## src/rtl/bin2bcd_seq_if.sv

```systemverilog
// Handshake/data bundle between a binary source and the bin2bcd_seq converter.
interface bin2bcd_seq_if;
    logic [13:0] din;
    logic        start;
    logic        auto;
    logic [15:0] bcd;
    logic        busy;
    logic        done;
    logic        ovf;

    modport master (
        output din, start, auto,
        input  bcd, busy, done, ovf
    );

    modport slave (
        input  din, start, auto,
        output bcd, busy, done, ovf
    );
endinterface

```

## src/rtl/bin2bcd_seq.sv

```systemverilog
// Sequential 14-bit binary to 4-digit packed BCD converter (double dabble, one bit per clock).
module bin2bcd_seq (
    input logic          clk,
    input logic          rst,
    bin2bcd_seq_if.slave bus
);
    typedef enum logic {IDLE, CONV} state_t;

    state_t      state;
    logic [13:0] shift;
    logic [13:0] last_din;
    logic [15:0] scratch;
    logic [3:0]  count;
    logic        ovf_pend;

    logic [15:0] bcd_q;
    logic        busy_q;
    logic        done_q;
    logic        ovf_q;

    logic [15:0] corrected;
    logic        trigger;

    always_comb begin
        corrected = scratch;
        for (int unsigned i = 0; i < 4; i++) begin
            if (scratch[i*4 +: 4] >= 4'd5)
                corrected[i*4 +: 4] = scratch[i*4 +: 4] + 4'd3;
        end
    end

    assign trigger = bus.start | (bus.auto & (bus.din != last_din));

    always_ff @(posedge clk) begin
        if (rst) begin
            state    <= IDLE;
            shift    <= '0;
            last_din <= '0;
            scratch  <= '0;
            count    <= '0;
            ovf_pend <= 1'b0;
            bcd_q    <= '0;
            busy_q   <= 1'b0;
            done_q   <= 1'b0;
            ovf_q    <= 1'b0;
        end else begin
            done_q <= 1'b0;
            unique case (state)
                IDLE: begin
                    if (trigger) begin
                        shift    <= bus.din;
                        last_din <= bus.din;
                        scratch  <= '0;
                        count    <= '0;
                        ovf_pend <= (bus.din > 14'd9999);
                        busy_q   <= 1'b1;
                        state    <= CONV;
                    end
                end
                CONV: begin
                    // Correct digits first, then shift the combined {scratch, shift} left by one.
                    {scratch, shift} <= {corrected[14:0], shift, 1'b0};
                    count            <= count + 4'd1;
                    if (count == 4'd13) begin
                        bcd_q  <= ovf_pend ? 16'h9999 : {corrected[14:0], shift[13]};
                        ovf_q  <= ovf_pend;
                        done_q <= 1'b1;
                        busy_q <= 1'b0;
                        state  <= IDLE;
                    end
                end
            endcase
        end
    end

    assign bus.bcd  = bcd_q;
    assign bus.busy = busy_q;
    assign bus.done = done_q;
    assign bus.ovf  = ovf_q;
endmodule
```

## src/flat_wrapper.sv

```systemverilog
// flat-port wrapper written by rule: the top's interface ports become plain ports
module bin2bcd_seq_flat 
  (clk, rst, bus_din, bus_start, bus_auto, bus_bcd, bus_busy, bus_done, bus_ovf);
  bin2bcd_seq_if bus_i ();
  input logic clk;
  input logic rst;
  input wire logic [$bits(bus_i.din)-1:0] bus_din;
  input wire logic [$bits(bus_i.start)-1:0] bus_start;
  input wire logic [$bits(bus_i.auto)-1:0] bus_auto;
  output wire logic [$bits(bus_i.bcd)-1:0] bus_bcd;
  output wire logic [$bits(bus_i.busy)-1:0] bus_busy;
  output wire logic [$bits(bus_i.done)-1:0] bus_done;
  output wire logic [$bits(bus_i.ovf)-1:0] bus_ovf;
  assign bus_i.din = bus_din;
  assign bus_i.start = bus_start;
  assign bus_i.auto = bus_auto;
  assign bus_bcd = bus_i.bcd;
  assign bus_busy = bus_i.busy;
  assign bus_done = bus_i.done;
  assign bus_ovf = bus_i.ovf;
  bin2bcd_seq u_core (.clk(clk), .rst(rst), .bus(bus_i));
endmodule
```

## config.mk

```make
export PLATFORM = sky130hd
export DESIGN_NAME = bin2bcd_seq_flat
export DESIGN_NICKNAME = d
export VERILOG_FILES = /design/src/rtl/bin2bcd_seq_if.sv /design/src/rtl/bin2bcd_seq.sv /design/src/flat_wrapper.sv
export SDC_FILE = /design/constraint.sdc
export NUM_CORES = 1
export LEC_CHECK = 0
export ABC_AREA = 1
export BUFFER_PORTS_ARGS = -buffer_cell sky130_fd_sc_hd__buf_2
export CAP_MARGIN = 20
export CORE_ASPECT_RATIO = 0.6
export CORE_MARGIN = 3
export CORE_UTILIZATION = 50
export DETAILED_ROUTE_END_ITERATION = 10
export GPL_TIMING_DRIVEN = 0
export PLACE_DENSITY = 0.73
export SYNTH_ARGS = -nofsm -noshare
export SYNTH_HDL_FRONTEND = slang
export SYNTH_SLANG_ARGS = --single-unit
```

## constraint.sdc

```tcl
create_clock -name clk -period 3.9 [get_ports clk]
set_input_delay 0.78 -clock clk [delete_from_list [all_inputs] [get_ports clk]]
set_output_delay 0.78 -clock clk [all_outputs]
set_load 0.02 [all_outputs]
```

==> results.md <==
- The stage delay of the slowest cell on the critical path is roughly 450 ps.
- The number of buffers on the longest clock path is 2.
- The post-route clock skew is 6.731 ps.
- The slowest stage of the critical path is the nor2_2 cell.
- The number of buffers added to fix hold violations after cts is 0.
- In the routed layout, each cell is associated on average with a via count of 5.347.
- The post-synthesis cell area is approximately 3300 sq um.
- The global-route track usage on met2 is between 30 and 40%.
- Dividing the detail-routed wire length by the instance count gives roughly 14 microns.
- Entering global routing, the biggest net connects 11 pins.
- The flow ran to the end, and the final reports show no timing, DRC or antenna violations.
- Grouping stages by cell kind, the critical path spends the most delay in simple AND/OR/NAND/NOR gates.
- Once the clock tree was built, the resizer swapped 0 gates to a different size.
- Global routing consumed, on the met3 layer, between 7 and 8% of the routing resources.
- The clock tree from TritonCTS is done.
- The count of nets left with antenna violations once routing finished came out at 0.
- The worst hold margin is between 400 and 500 ps.
- The total global routing overflow is 0.
- The number of ports placed on the die boundary is 37.
- The leakage dissipation is 0.001683 uW.
- The number of nets in the synthesized netlist is 490.
- Across the VDD grid, the largest voltage drop is about 0.25 mV.
- The first global-routing pass estimated 13900 microns of wire.
- The count of mapped cells out of synthesis is approximately 460.
- The overall power of the completed layout is 1437 uW.
- For this run, the top clock speed supported by timing is 0.5450 GHz.
- Along the worst path, the maximum fanout reaches 10.
- The detailed-placement wirelength estimate is between 6000 and 7000 microns.
- The count of unique library cells instantiated by Yosys is 28.
- The summed negative setup slack over all endpoints is 0 ps.
- The core area is between 6000 and 7000 sq um.
- The number of port buffers is 35.
- The number of global-route vias before repair is 2847.
- The number of diodes added for antenna fixing is 0.
- Measured along the y axis, the die boundary spans around 69 microns.
- The post-route netlist has 15.04% of its cells at a drive strength greater than 1.
- The remaining design rule violation count is 0.
- The weighted congestion at the end of routability-driven global placement is slightly below 0.9.
- The total clock buffers created by CTS is 9.
- The global routing usage on met1 is approximately 34%.
- Sequential cells were found to cover 41.44% of the synthesized design area.
- Data arrives at the worst endpoint at between 2000 and 2500 ps.
- The worst setup path is captured at a flip-flop.
- The Yosys warning count is 0.
- The master cell of the clock root buffer is clkbuf_8.
- Relative to the synthesized area, the layout overhead comes to 13.74%.
- The path class of the tightest hold or removal check is reg2reg.
- Setup repair after global routing left no endpoint under its margin.
- After routing the design area is between 3000 and 4000 sq um.
- Leaving out fill and tap cells, the most frequent cell in the layout is nand2_1.
- Power spread over the standard cell area amounts to about 380 nW/um^2.
- In this run the mean area of a mapped cell was between 7 and 8 sq um.
- The slew at the pin closest to its max-slew limit is slightly below 700 ps.
- The count of endpoints failing hold in the final timing report is 0.
- The post-CTS setup buffer count is 0.
- The critical path goes through inv_1 > ha_1 > nand3_1 > clkinv_1 > nor2_2 > nand2_1 > o21ai_0.
- Across every metal layer, demand over resource in global routing totals between 20 and 25%.
- The net count of the finished layout is 536.
- The count of clock tree sinks is approximately 70.
- In the layout the commonest cells are 117 x nand2_1, 69 x dfxtp_1, 57 x inv_1, 41 x buf_2, 40 x o21ai_0.
- The minimum period implied by the final worst setup slack is around 1800 ps.
- The overall die area is a little under 8000 sq um.
- Counting flops and latches in the post-synthesis netlist gives 69.
- STA puts the critical path data required time at ~4200 ps.
- The worst path buffer plus inverter count is 2.
- The initial antenna violation count was 0.
- The number of violations of the max-capacitance limit is 0.
- The pre-antenna-repair detailed-routing pass consisted of 5 iterations.
- Setup slack closes at between 2000 and 2500 ps.
- By startpoint and endpoint, the worst setup path is classified as reg2reg.
- The worst relative slew slack is roughly 55%.
- The initial utilization of the core area, before any placement, comes to a little over half.
- In this run the horizontal extent of the chip is between 100 and 150 microns.
- The later-pin clock latency in the skew report is ~360 ps.
- CTS built an H-tree with a depth of 3.
- The row count is 22.
- The most utilized layer in the global route result is met1.
- The post-route fraction of the period consumed by the critical path is ~47%.
- The max-slew violation count came to 0.
- The register clock-pin slew on the reported worst setup and hold paths is 70 ps.
- The setup violation total in the final timing report is 0.
- Summed over all layers, the routed wires come to around 8600 microns.
- The sort of element at the start of the critical path is a flip-flop.
- At the placement stage, the worst setup path has a slack of roughly 1700 ps.
- The detailed-route via count is 3187.
- The placed instances occupy a cell area of between 3000 and 4000 sq um.
- The starting DRC count in detailed routing is a little over 200.
## synthesized netlist by cell type (all sizes together)
cell type / count / area (sq um)
nand2: 120 / 473.0
dfxtp: 69 / 1381
inv: 60 / 225.2
o21ai: 47 / 261.5
nand4: 29 / 181.4
nand3: 27 / 140.1
nor2: 25 / 96.35
a21oi: 24 / 120.1
buf: 13 / 71.31
ha: 10 / 125.1
clkbuf: 8 / 30.03
o22ai: 8 / 50.05
xor2: 5 / 43.79
nor3: 4 / 20.02
a32o: 3 / 30.03
o21bai: 3 / 33.78
xnor2: 3 / 26.28
or2: 2 / 12.51
a211oi: 1 / 7.510
clkinv: 1 / 3.750
## through the flow
| stage | instances | utilization [%] |
|---|---|---|
| 6_report | 596 | 60.41 |
| 5_1_grt | 596 | 60.41 |
| 4_1_cts | 596 | 60.41 |
| 3_5_place_dp | 581 | 57.58 |
| 3_3_place_gp | 581 | 57.58 |
| 2_1_floorplan | 462 | - |
## power by group
part | internal (uW) | leakage [uW] | switching, uW
Clock | 279 | 0.0000926 | 261
Combinational | 49.1 | 0.00103 | 103
Sequential | 728 | 0.000562 | 16.1
## path summary, 6_finish.rpt
kind	start	endpoint	slack [ps]	cells past startpoint
max	u_core.count[1]	u_core.bus.bcd[2]	2070	7
min	u_core.bus.busy	u_core.bus.busy	460	2
max reg2reg	u_core.count[1]	u_core.bus.bcd[2]	2070	7
min reg2reg	u_core.bus.busy	u_core.bus.busy	460	2
## area by class of cell
class,count,area (sq um)
clock buffer,14,172.7
tap,84,105.1
buffer,21,101.3
multi-input combinational,311,1622
fill,572,2485
sequential,69,1381
clock inverter,1,5.005
inverter,61,229.0
timing repair buffer,35,175.2
## cell families (layout without fill, tap and decap cells)
group | Yosys count | after routing | synth area share (%)
flops | 69 | 69 | 41.44
compound gates | 86 | 86 | 15.09
buf+inv | 82 | 132 | 9.910
fa+ha+maj | 10 | 10 | 3.754
xor+xnor | 8 | 8 | 2.102
simple gates | 207 | 207 | 27.70
## worst min-delay path: cells and delay by family (launching register included)
family             cells  cell delay, ps
AOI/OAI and AO/OA      1              50
and+or+nand+nor        1              50
DFF                    1             330
## registers in the layout, indices dropped and copies added (netlist names)
register         cells
u_core.ovf_pend      1
u_core.state         1
u_core.bus.busy      1
u_core.count         4
u_core.last_din     14
u_core.bus.done      1
u_core.scratch      16
u_core.bus.bcd      16
u_core.shift        14
u_core.bus.ovf       1
## per-layer routing
layer,vias up,share of wire (%)
li1,1606,-
met1,1464,51
met2,106,40
met3,11,7.3
met4,0,1.1
met5,-,0
(Power assumes the default switching activity.)
